==> config.mk <==
export PLATFORM = sky130hd
export DESIGN_NAME = fhe_cmd_frontend_flat
export DESIGN_NICKNAME = d
export VERILOG_FILES = /design/src/rtl/fhe_cmd_frontend_if.sv /design/src/rtl/fhe_cmd_frontend.sv /design/src/flat_wrapper.sv
export SDC_FILE = /design/constraint.sdc
export NUM_CORES = 1
export LEC_CHECK = 0
export BUFFER_PORTS_ARGS = -buffer_cell sky130_fd_sc_hd__buf_2
export CAP_MARGIN = 20
export CORE_ASPECT_RATIO = 1.4
export CORE_MARGIN = 2
export CORE_UTILIZATION = 25
export DETAILED_ROUTE_END_ITERATION = 7
export PLACE_DENSITY = 0.51
export SLEW_MARGIN = 20
export SYNTH_ARGS = -nofsm -noshare
export SYNTH_HDL_FRONTEND = slang
export SYNTH_SLANG_ARGS = --single-unit
==> constraint.sdc <==
create_clock -name wb_clk_i -period 6 [get_ports wb_clk_i]
set_input_delay 0.9 -clock wb_clk_i [delete_from_list [all_inputs] [get_ports wb_clk_i]]
set_output_delay 0.9 -clock wb_clk_i [all_outputs]
set_load 0.005 [all_outputs]
==> src/rtl/fhe_cmd_frontend_if.sv <==
// Wishbone slave bus of the FHE accelerator command frontend.
// The frontend takes the slave modport and the bus master takes the master modport.
interface fhe_cmd_frontend_if;
  logic        wbs_stb_i;
  logic        wbs_cyc_i;
  logic        wbs_we_i;
  logic [3:0]  wbs_sel_i;
  logic [31:0] wbs_dat_i;
  logic [31:0] wbs_adr_i;
  logic        wbs_ack_o;
  logic [31:0] wbs_dat_o;

  modport master (
    output wbs_stb_i, wbs_cyc_i, wbs_we_i, wbs_sel_i, wbs_dat_i, wbs_adr_i,
    input  wbs_ack_o, wbs_dat_o
  );

  modport slave (
    input  wbs_stb_i, wbs_cyc_i, wbs_we_i, wbs_sel_i, wbs_dat_i, wbs_adr_i,
    output wbs_ack_o, wbs_dat_o
  );
endinterface

==> src/rtl/fhe_cmd_frontend.sv <==
// Wishbone frontend for the FHE core: scratch-memory bridge plus opcode/status register feeding a command queue.
// Define FHE_CMD_FIFO_EN for a FIFO_DEPTH-entry queue; otherwise a single holding register is used.
module fhe_cmd_frontend #(
  parameter logic [31:0] BASE_ADDR  = 32'h30000000,
  parameter int          ADDR_WIDTH = 9,
  parameter int          FIFO_DEPTH = 4
) (
  input  logic                  wb_clk_i,
  input  logic                  wb_rst_i,
  fhe_cmd_frontend_if.slave     wbs,
  output logic                  mem_req_o,
  output logic                  mem_we_o,
  output logic [3:0]            mem_be_o,
  output logic [ADDR_WIDTH-1:0] mem_addr_o,
  output logic [31:0]           mem_wdata_o,
  input  logic                  mem_gnt_i,
  input  logic [31:0]           mem_rdata_i,
  output logic                  cmd_valid_o,
  input  logic                  cmd_ready_i,
  output logic [1:0]            cmd_op_o,
  output logic [ADDR_WIDTH-1:0] cmd_src_a_o,
  output logic [ADDR_WIDTH-1:0] cmd_src_b_o,
  output logic [ADDR_WIDTH-1:0] cmd_dst_o,
  input  logic                  core_busy_i
);

`ifdef FHE_CMD_FIFO_EN
  localparam int DEPTH = FIFO_DEPTH;
`else
  // FIFO_DEPTH has no effect in the holding-register build.
  localparam int DEPTH = (FIFO_DEPTH > 0) ? 1 : 1;
`endif
  localparam int PW = (DEPTH > 1) ? $clog2(DEPTH) : 1;
  localparam int CW = $clog2(DEPTH + 1);

  typedef enum logic [2:0] {IDLE, REG, MEM_REQ, MEM_RD, ACK, RELEASE} state_t;

  state_t      state;
  logic        acc_reg;
  logic        acc_we;
  logic [29:0] acc_cmd;

  logic [31:0] offset;
  logic        reg_hit;
  logic        mem_hit;
  logic        active;

  logic [28:0] fifo_q [DEPTH];
  logic [PW-1:0] wr_ptr;
  logic [PW-1:0] rd_ptr;
  logic [CW-1:0] count;
  logic          overflow;
  logic          full;
  logic          empty;
  logic          push_req;
  logic          push_ok;
  logic          pop;
  logic          status_ack;
  logic [31:0]   status;
  logic [28:0]   head;

  assign active  = wbs.wbs_stb_i && wbs.wbs_cyc_i;
  assign offset  = wbs.wbs_adr_i - BASE_ADDR;
  assign reg_hit = (offset == '0);
  assign mem_hit = (offset[31:ADDR_WIDTH+2] == '0) && (offset[ADDR_WIDTH+1:2] != '0);

  assign full       = (count == CW'(DEPTH));
  assign empty      = (count == '0);
  assign pop        = cmd_valid_o && cmd_ready_i;
  assign push_req   = (state == REG) && acc_reg && acc_we && acc_cmd[29];
  assign push_ok    = push_req && (!full || pop);
  assign status_ack = (state == ACK) && acc_reg && !acc_we;
  assign status     = {24'b0, overflow, core_busy_i, full, empty, 4'(count)};

  assign head        = fifo_q[rd_ptr];
  assign cmd_valid_o = !empty;
  assign cmd_op_o    = head[1:0];
  assign cmd_src_a_o = ADDR_WIDTH'(head[10:2]);
  assign cmd_src_b_o = ADDR_WIDTH'(head[19:11]);
  assign cmd_dst_o   = ADDR_WIDTH'(head[28:20]);

  // Bus FSM: one execution per strobe; RELEASE waits for the master to drop the cycle.
  always_ff @(posedge wb_clk_i or posedge wb_rst_i) begin
    if (wb_rst_i) begin
      state         <= IDLE;
      acc_reg       <= 1'b0;
      acc_we        <= 1'b0;
      acc_cmd       <= '0;
      wbs.wbs_ack_o <= 1'b0;
      wbs.wbs_dat_o <= '0;
      mem_req_o     <= 1'b0;
      mem_we_o      <= 1'b0;
      mem_be_o      <= '0;
      mem_addr_o    <= '0;
      mem_wdata_o   <= '0;
    end else begin
      case (state)
        IDLE: begin
          if (active) begin
            acc_reg <= reg_hit;
            acc_we  <= wbs.wbs_we_i;
            acc_cmd <= {wbs.wbs_dat_i[31], wbs.wbs_dat_i[28:0]};
            if (mem_hit) begin
              mem_req_o   <= 1'b1;
              mem_we_o    <= wbs.wbs_we_i;
              mem_be_o    <= wbs.wbs_sel_i;
              mem_addr_o  <= offset[ADDR_WIDTH+1:2];
              mem_wdata_o <= wbs.wbs_dat_i;
              state       <= MEM_REQ;
            end else begin
              state <= REG;
            end
          end
        end
        REG: begin
          wbs.wbs_dat_o <= (acc_reg && !acc_we) ? status : '0;
          wbs.wbs_ack_o <= 1'b1;
          state         <= ACK;
        end
        MEM_REQ: begin
          if (mem_gnt_i) begin
            mem_req_o <= 1'b0;
            mem_we_o  <= 1'b0;
            if (mem_we_o) begin
              wbs.wbs_ack_o <= 1'b1;
              state         <= ACK;
            end else begin
              state <= MEM_RD;
            end
          end
        end
        MEM_RD: begin
          wbs.wbs_dat_o <= mem_rdata_i;
          wbs.wbs_ack_o <= 1'b1;
          state         <= ACK;
        end
        ACK: begin
          wbs.wbs_ack_o <= 1'b0;
          wbs.wbs_dat_o <= '0;
          state         <= RELEASE;
        end
        RELEASE: begin
          if (!active) state <= IDLE;
        end
        default: state <= IDLE;
      endcase
    end
  end

  // A push into a full queue is still accepted when the head pops in the same cycle.
  always_ff @(posedge wb_clk_i or posedge wb_rst_i) begin
    if (wb_rst_i) begin
      wr_ptr   <= '0;
      rd_ptr   <= '0;
      count    <= '0;
      overflow <= 1'b0;
    end else begin
      if (push_ok) wr_ptr <= (wr_ptr == PW'(DEPTH - 1)) ? '0 : wr_ptr + PW'(1);
      if (pop)     rd_ptr <= (rd_ptr == PW'(DEPTH - 1)) ? '0 : rd_ptr + PW'(1);
      case ({push_ok, pop})
        2'b10:   count <= count + CW'(1);
        2'b01:   count <= count - CW'(1);
        default: count <= count;
      endcase
      if (push_req && !push_ok) overflow <= 1'b1;
      else if (status_ack)      overflow <= 1'b0;
    end
  end

  always_ff @(posedge wb_clk_i) begin
    if (push_ok) fifo_q[wr_ptr] <= acc_cmd[28:0];
  end

endmodule

==> src/flat_wrapper.sv <==
// flat-port wrapper written by rule: the top's interface ports become plain ports
module fhe_cmd_frontend_flat 
#(
  parameter logic [31:0] BASE_ADDR  = 32'h30000000,
  parameter int          ADDR_WIDTH = 9,
  parameter int          FIFO_DEPTH = 4
)
  (wb_clk_i, wb_rst_i, mem_req_o, mem_we_o, mem_be_o, mem_addr_o, mem_wdata_o, mem_gnt_i, mem_rdata_i, cmd_valid_o, cmd_ready_i, cmd_op_o, cmd_src_a_o, cmd_src_b_o, cmd_dst_o, core_busy_i, wbs_wbs_stb_i, wbs_wbs_cyc_i, wbs_wbs_we_i, wbs_wbs_sel_i, wbs_wbs_dat_i, wbs_wbs_adr_i, wbs_wbs_ack_o, wbs_wbs_dat_o);
  fhe_cmd_frontend_if wbs_i ();
  input  logic wb_clk_i;
  input  logic wb_rst_i;
  output logic mem_req_o;
  output logic mem_we_o;
  output logic [3:0] mem_be_o;
  output logic [ADDR_WIDTH-1:0] mem_addr_o;
  output logic [31:0] mem_wdata_o;
  input  logic mem_gnt_i;
  input  logic [31:0] mem_rdata_i;
  output logic cmd_valid_o;
  input  logic cmd_ready_i;
  output logic [1:0] cmd_op_o;
  output logic [ADDR_WIDTH-1:0] cmd_src_a_o;
  output logic [ADDR_WIDTH-1:0] cmd_src_b_o;
  output logic [ADDR_WIDTH-1:0] cmd_dst_o;
  input  logic core_busy_i;
  input wire logic [$bits(wbs_i.wbs_stb_i)-1:0] wbs_wbs_stb_i;
  input wire logic [$bits(wbs_i.wbs_cyc_i)-1:0] wbs_wbs_cyc_i;
  input wire logic [$bits(wbs_i.wbs_we_i)-1:0] wbs_wbs_we_i;
  input wire logic [$bits(wbs_i.wbs_sel_i)-1:0] wbs_wbs_sel_i;
  input wire logic [$bits(wbs_i.wbs_dat_i)-1:0] wbs_wbs_dat_i;
  input wire logic [$bits(wbs_i.wbs_adr_i)-1:0] wbs_wbs_adr_i;
  output wire logic [$bits(wbs_i.wbs_ack_o)-1:0] wbs_wbs_ack_o;
  output wire logic [$bits(wbs_i.wbs_dat_o)-1:0] wbs_wbs_dat_o;
  assign wbs_i.wbs_stb_i = wbs_wbs_stb_i;
  assign wbs_i.wbs_cyc_i = wbs_wbs_cyc_i;
  assign wbs_i.wbs_we_i = wbs_wbs_we_i;
  assign wbs_i.wbs_sel_i = wbs_wbs_sel_i;
  assign wbs_i.wbs_dat_i = wbs_wbs_dat_i;
  assign wbs_i.wbs_adr_i = wbs_wbs_adr_i;
  assign wbs_wbs_ack_o = wbs_i.wbs_ack_o;
  assign wbs_wbs_dat_o = wbs_i.wbs_dat_o;
  fhe_cmd_frontend #(.BASE_ADDR(BASE_ADDR), .ADDR_WIDTH(ADDR_WIDTH), .FIFO_DEPTH(FIFO_DEPTH)) u_core (.wb_clk_i(wb_clk_i), .wb_rst_i(wb_rst_i), .wbs(wbs_i), .mem_req_o(mem_req_o), .mem_we_o(mem_we_o), .mem_be_o(mem_be_o), .mem_addr_o(mem_addr_o), .mem_wdata_o(mem_wdata_o), .mem_gnt_i(mem_gnt_i), .mem_rdata_i(mem_rdata_i), .cmd_valid_o(cmd_valid_o), .cmd_ready_i(cmd_ready_i), .cmd_op_o(cmd_op_o), .cmd_src_a_o(cmd_src_a_o), .cmd_src_b_o(cmd_src_b_o), .cmd_dst_o(cmd_dst_o), .core_busy_i(core_busy_i));
endmodule
==> impl_metrics.env, run 1 <==
export IMPL_synth_enable_flop_cells=29
export IMPL_fin_setup_tns_ns=0
export IMPL_grt_pass1_vias=4063
export IMPL_place_congestion=0.759
export IMPL_synth_seq_area_share=0.673
export IMPL_crit_path_end_kind="flip-flop"
export IMPL_antenna_found_initial=2
export IMPL_hold_viol_final=0
export IMPL_fin_worst_skew_ns=0.00708
export IMPL_r2r_start="u_core.state[0]"
export IMPL_synth_fp_nets=460
export IMPL_detail_route_antenna_nets=0
export IMPL_place_ws_ns=1.94
export IMPL_area_growth_pct=35.4
export IMPL_path_class="in2reg"
export IMPL_fp_dieW_um=131
export IMPL_cp_top_family="simple AND/OR/NAND/NOR gates"
export IMPL_synthCells=350
export IMPL_clkTransAtPathRegs_ns=0.06
export IMPL_num_rows=65
export IMPL_rsz0062_at_grt="no"
export IMPL_r2r_end="u_core.mem_wdata_o[19]"
export IMPL_period_share=0.588
export IMPL_synth_top_area_frac=0.519
export IMPL_yosysUniqueCellTypes=44
export IMPL_syn_area_sq_um=5650
export IMPL_crit_arrival_ns=3.83
export IMPL_cts_root_buf="clkbuf_16"
export IMPL_wl_per_cell_um=15.6
export IMPL_cp_required_ns=6.31
export IMPL_synth_commonest_cells="dfrtp_1, mux2_2, edfxtp_1"
export IMPL_power_density_nw_per_um2=341
export IMPL_io_buffers=217
export IMPL_leakage_nw=3.80
export IMPL_grt_pass1_wl_um=21200
export IMPL_hp_start="u_core.acc_cmd[4]"
export IMPL_ff2ff_path_depth=5
export IMPL_hold_depth=0
export IMPL_synth_top_family_by_area="multiplexers"
export IMPL_yosys_mux_area_fraction=0.168
export IMPL_maxCapViolations=0
export IMPL_via_per_inst=4.24
export IMPL_max_clock_freq_ghz=0.284
export IMPL_yosys_area_top_type="dfrtp_1"
export IMPL_grt_ovfl_total=0
export IMPL_ios=218
export IMPL_synth_most_common_cell="dfrtp_1"
export IMPL_die_y_um=182
export IMPL_slew_viol_final=0
export IMPL_synth_xor_area_frac=0
export IMPL_grtUsageTotal=0.118
export IMPL_hp_class="reg2reg"
export IMPL_synth_ff_type="dfrtp_1"
export IMPL_async_flop_share=0.801
export IMPL_synth_area_top_cells="dfrtp_1, edfxtp_1, mux2_2, mux2_4, a22o_1"
export IMPL_dr_pass1_iters=4
export IMPL_critPathMaxStageDelay_ns=0.93
export IMPL_drt_total_wl_um=13900
export IMPL_cts_resized_gates=0
export IMPL_synth_compound_area_frac=0.0816
export IMPL_tritoncts="built"
export IMPL_cts_buffers=17
export IMPL_multiInputGateArea_sq_um=1720
export IMPL_nets=683
export IMPL_vdd_drop_max_v=0.000182
export IMPL_cp_buffers_inverters=2
export IMPL_route_detailed_drc=0
export IMPL_seq_area_sq_um=3800
export IMPL_finalCriticalPeriod_ns=3.53
export IMPL_dieArea_sq_um=23800
export IMPL_cts_setup_buffers=0
export IMPL_initial_core_util=0.252
export IMPL_cts_sinks=146
export IMPL_dr_total_vias=3773
export IMPL_setup_viol=0
export IMPL_start_kind="input pin"
export IMPL_synth_avg_cell_area_sq_um=16.1
export IMPL_rrSetupSlack_ns=2.60
export IMPL_core_sq_um=22400
export IMPL_cts_hold_buf=0
export IMPL_grt_max_degree=63
export IMPL_yosys_area_share_adder=0.00443
export IMPL_layout_drive_gt1_share=0.578
export IMPL_design_area_sq_um=7640
export IMPL_synthSimpleGateAreaFrac=0.0479
export IMPL_finalWorstSetupSlack_ns=2.47
export IMPL_cp_slowest_cell="nor2b_4"
export IMPL_path_cells="buf_2 -> ha_1 -> nor2b_1 -> o31ai_4 -> a2111oi_2 -> nor2b_4 -> buf_4 -> mux2_2"
export IMPL_outcome="finished clean"
export IMPL_crit_fanout=27
export IMPL_placed_area_sq_um=7030
export IMPL_worstMarginPinSlew_ns=1.02
export IMPL_insertion_delay_ns=0.43
export IMPL_ys_ff_latch=146
export IMPL_place_hpwl_um=9900
export IMPL_drt_iter0_markers=170
export IMPL_htreeDepth=4
export IMPL_fill_cells=2228
export IMPL_largestRegisters="u_core.mem_wdata_o: 32 flops, u_core.wbs.wbs_dat_o: 32 flops, u_core.acc_cmd: 30 flops"
export IMPL_relSlewSlack=0.321
export IMPL_clk_path_buf_depth=2
export IMPL_holdPathEnd="u_core.fifo_q[0][4]"
export IMPL_crit_cells=8
export IMPL_ys_warn_count=0
[final cells by class]
| cell class | instances | area share |
|---|---|---|
| diodes | 2 | 0.000655 |
| flip-flops and latches | 146 | 0.497 |
| clock buffers | 18 | 0.0562 |
| repair buffers | 221 | 0.146 |
| well taps | 301 | 0.0493 |
| multi-input cells | 183 | 0.225 |
| clock inverters | 14 | 0.0236 |
| inverters | 4 | 0.00229 |
[metal layers]
layer	track usage	up-vias	routed length (um)
met2	0.207	142	7270
met5	0	-	0
met4	0.0668	0	431
met1	0.128	1869	5360
li1	-	1740	-
met3	0.0289	22	794
[layout by cell type (no fill, tap or decap), drive strengths merged, types with 2 or more instances in the layout]
| master | netlist | final |
|---|---|---|
| buf | 6 | 221 |
| dfrtp | 117 | 117 |
| mux2 | 75 | 75 |
| edfxtp | 29 | 29 |
| a22o | 28 | 28 |
| clkbuf | 11 | 18 |
| nand2 | 12 | 12 |
| o21ai | 9 | 9 |
| inv | 4 | 8 |
| nor2 | 7 | 7 |
| nor2b | 6 | 6 |
| a22oi | 5 | 5 |
| nor3 | 4 | 4 |
| clkinvlp | 0 | 4 |
| nor4 | 3 | 3 |
| a21oi | 3 | 3 |
| bufinv | 0 | 3 |
| or2 | 3 | 3 |
| clkinv | 0 | 3 |
| diode | 0 | 2 |
| nand2b | 2 | 2 |
| nand3 | 2 | 2 |
| nand4 | 2 | 2 |
| a21o | 2 | 2 |
| ha | 2 | 2 |
| or3 | 2 | 2 |
[per-stage QoR]
| stage | hold WS [ns] | util | power, mW | instances |
|---|---|---|---|---|
| 6_report | 0.444 | 0.342 | 2.61 | 889 |
| 5_1_grt | 0.451 | 0.342 | 2.74 | 888 |
| 4_1_cts | 0.443 | 0.341 | 2.65 | 887 |
| 3_5_place_dp | 0.429 | 0.314 | 1.54 | 855 |
| 3_3_place_gp | 0.424 | 0.314 | 1.52 | 855 |
| 2_1_floorplan | 0.419 | - | 1.43 | 350 |
[how the worst max path moves through the flow]
| stage | startpoint | endpoint | slack [ns] |
|---|---|---|---|
| detailed placement | wbs_wbs_adr_i[28] | u_core.mem_wdata_o[19] | 1.94 |
| global route | wbs_wbs_adr_i[28] | u_core.mem_wdata_o[19] | 2.26 |
| finish | wbs_wbs_adr_i[28] | u_core.mem_wdata_o[19] | 2.47 |
| global placement | wbs_wbs_adr_i[28] | u_core.mem_wdata_o[20] | 2.08 |
| CTS | wbs_wbs_adr_i[28] | u_core.mem_wdata_o[19] | 2.39 |
| floorplan | wb_rst_i | u_core.acc_cmd[0] | 2.00 |
[power breakdown]
part	switching, mW	leakage (nW)	internal, mW
Combinational	0.151	1.68	0.145
Sequential	0.0636	1.83	1.16
Clock	0.432	0.285	0.660
Total	0.646	3.80	1.96
[kinds of logic (layout without fill, tap and decap cells)]
logic type | Yosys count | after routing
buf+inv | 21 | 257
other cells | 0 | 2
compound gates | 57 | 57
simple gates | 49 | 49
fa+ha+maj | 2 | 2
flops | 146 | 146
mux | 75 | 75
No activity file was read; power rests on OpenSTA's default activity.
==> inputs of run 2 (changes only) <==
--- a/config.mk
+++ b/config.mk
@@ -11,7 +11,7 @@
 export CORE_MARGIN = 2
 export CORE_UTILIZATION = 25
 export DETAILED_ROUTE_END_ITERATION = 7
-export PLACE_DENSITY = 0.51
+export PLACE_DENSITY = 0.52
 export SLEW_MARGIN = 20
 export SYNTH_ARGS = -nofsm -noshare
 export SYNTH_HDL_FRONTEND = slang
==> constraint.sdc (replaced) <==
create_clock -name wb_clk_i -period 3.2 [get_ports wb_clk_i]
set_input_delay 0.48 -clock wb_clk_i [delete_from_list [all_inputs] [get_ports wb_clk_i]]
set_output_delay 0.48 -clock wb_clk_i [all_outputs]
set_load 0.005 [all_outputs]
==> run 2 against run 1 <==
Effect of this change:
- cell count increased by 0.34%
- hold slack got worse by 0.38 ns
- register-to-register slack got worse by 1.5 ns
- clock power increased by 86%
- core utilization increased by 0.38 points
- worst setup slack got worse by 1.6 ns
- non-clock buffer count increased by 5
- global-route usage decreased by 0.26 points
- combinational power increased by 93%
- wire length decreased by 2.3%
==> impl_metrics.env, run 2 (synthesized netlist as in run 1, its figures left out) <==
export IMPL_area_growth_pct=36.9
export IMPL_cts_buffers=17
export IMPL_critPathMaxStageDelay_ns=0.48
export IMPL_grt_ovfl_total=0
export IMPL_die_y_um=182
export IMPL_crit_path_end_kind="flip-flop"
export IMPL_crit_arrival_ns=2.61
export IMPL_ios=218
export IMPL_cts_sinks=146
export IMPL_drt_total_wl_um=13500
export IMPL_maxCapViolations=0
export IMPL_wl_per_cell_um=15.2
export IMPL_num_rows=65
export IMPL_nets=688
export IMPL_fill_cells=2204
export IMPL_max_clock_freq_ghz=0.434
export IMPL_crit_fanout=17
export IMPL_detail_route_antenna_nets=0
export IMPL_grtUsageTotal=0.116
export IMPL_fin_setup_tns_ns=0
export IMPL_rsz0062_at_grt="no"
export IMPL_grt_pass1_vias=4028
export IMPL_cts_resized_gates=0
export IMPL_cts_setup_buffers=0
export IMPL_dr_pass1_iters=4
export IMPL_cts_hold_buf=0
export IMPL_cp_buffers_inverters=2
export IMPL_slew_viol_final=0
export IMPL_initial_core_util=0.252
export IMPL_hp_class="in2async"
export IMPL_outcome="finished clean"
export IMPL_fp_dieW_um=131
export IMPL_period_share=0.721
export IMPL_clkPwrFrac=0.416
export IMPL_pwr_share_seq=0.468
export IMPL_hold_viol_final=0
export IMPL_path_cells="buf_2 -> ha_1 -> nor2b_1 -> o31ai_4 -> a2111oi_2 -> nor2b_4 -> buf_4 -> mux2_2"
export IMPL_power_switching_mw=1.16
export IMPL_drt_iter0_markers=122
export IMPL_via_per_inst=4.30
export IMPL_vdd_drop_max_v=0.000365
export IMPL_core_sq_um=22400
export IMPL_layout_drive_gt1_share=0.577
export IMPL_worstMarginPinSlew_ns=0.573
export IMPL_place_hpwl_um=9790
export IMPL_p_int_mw=3.73
export IMPL_dr_total_vias=3838
export IMPL_cp_slowest_cell="a2111oi_2"
export IMPL_io_buffers=217
export IMPL_fin_worst_skew_ns=0.0110
export IMPL_insertion_delay_ns=0.42
export IMPL_layout_commonest_cell="buf_2"
export IMPL_tritoncts="built"
export IMPL_rrSetupSlack_ns=1.07
export IMPL_place_congestion=0.760
export IMPL_htreeDepth=4
export IMPL_power_density_nw_per_um2=632
export IMPL_switching_share=0.237
export IMPL_start_kind="input pin"
export IMPL_clkTransAtPathRegs_ns=0.06
export IMPL_combPwrFrac=0.116
export IMPL_path_class="in2reg"
export IMPL_placed_area_sq_um=7090
export IMPL_antenna_found_initial=0
export IMPL_relSlewSlack=0.615
export IMPL_cts_root_buf="clkbuf_16"
export IMPL_grt_pass1_wl_um=20900
export IMPL_route_detailed_drc=0
export IMPL_finalCriticalPeriod_ns=2.31
export IMPL_clk_path_buf_depth=2
export IMPL_layout_common_cells="buf_2, dfrtp_1, mux2_2"
export IMPL_largestRegisters="u_core.mem_wdata_o: 32 flops, u_core.wbs.wbs_dat_o: 32 flops, u_core.acc_cmd: 30 flops"
export IMPL_cp_required_ns=3.50
export IMPL_grt_max_degree=47
export IMPL_cp_top_family="compound AO/OA/AOI/OAI gates"
export IMPL_design_area_sq_um=7730
export IMPL_leakage_nw=3.85
export IMPL_diodes=0
export IMPL_setup_viol=0
export IMPL_dieArea_sq_um=23800
## run 2: changes by cell type in the layout (fill, tap and decap cells not counted), sizes merged
cell      change
buf           +5
bufinv        -1
clkbuf        +6
clkinv        +1
clkinvlp      -2
diode         -2
inv           -4
## run 2: metrics by stage
| step | hold WS [ns] | instances | setup slack [ns] | power, mW | utilization |
|---|---|---|---|---|---|
| 2_1_floorplan | 0.419 | 350 | 0.623 | 2.67 | - |
| 3_3_place_gp | 0.422 | 859 | 0.464 | 2.85 | 0.317 |
| 3_5_place_dp | 0.427 | 859 | 0.422 | 2.89 | 0.317 |
| 4_1_cts | 0.249 | 891 | 0.887 | 4.96 | 0.345 |
| 5_1_grt | 0.0534 | 892 | 0.719 | 5.14 | 0.345 |
| 6_report | 0.0593 | 892 | 0.894 | 4.88 | 0.345 |
## run 2: metal layers
| metal | share of wire | GRT usage | vias to the layer above |
|---|---|---|---|
| li1 | - | - | 1751 |
| met1 | 0.39 | 0.125 | 1923 |
| met2 | 0.53 | 0.204 | 141 |
| met3 | 0.056 | 0.0342 | 23 |
| met4 | 0.028 | 0.0549 | 0 |
| met5 | 0 | 0 | - |
## run 2: area by class of cell
class	instances	area [sq um]	share of cell area
clock buffer	24	514	0.0666
clock inverter	8	97.6	0.0126
inverter	4	18.8	0.00243
multi-input combinational	183	1720	0.222
sequential	146	3800	0.492
tap	301	377	0.0487
timing repair buffer	226	1200	0.156
## run 2: path summary, 6_finish.rpt
check                                  start                      end  cells after the start
setup / recovery           wbs_wbs_adr_i[28]   u_core.mem_wdata_o[17]                      8
hold / removal                      wb_rst_i   u_core.mem_wdata_o[12]                      2
setup reg to reg             u_core.state[0]   u_core.mem_wdata_o[17]                      5
hold reg to reg            u_core.acc_cmd[0]      u_core.fifo_q[0][0]                      0
max in group asynchronous           wb_rst_i       u_core.acc_cmd[28]                      4
min in group wb_clk_i         mem_rdata_i[3]  u_core.wbs.wbs_dat_o[3]                      2
## run 2: power by group through the flow
| stage | Sequential, mW | Combinational [mW] | Clock (mW) |
|---|---|---|---|
| after floorplan | 2.28 | 0.395 | 0 |
| after CTS | 2.28 | 0.576 | 2.10 |
| after detailed placement | 2.32 | 0.574 | 0 |
| after global routing | 2.32 | 0.634 | 2.19 |
| final | 2.28 | 0.568 | 2.03 |
| after global placement | 2.30 | 0.547 | 0 |
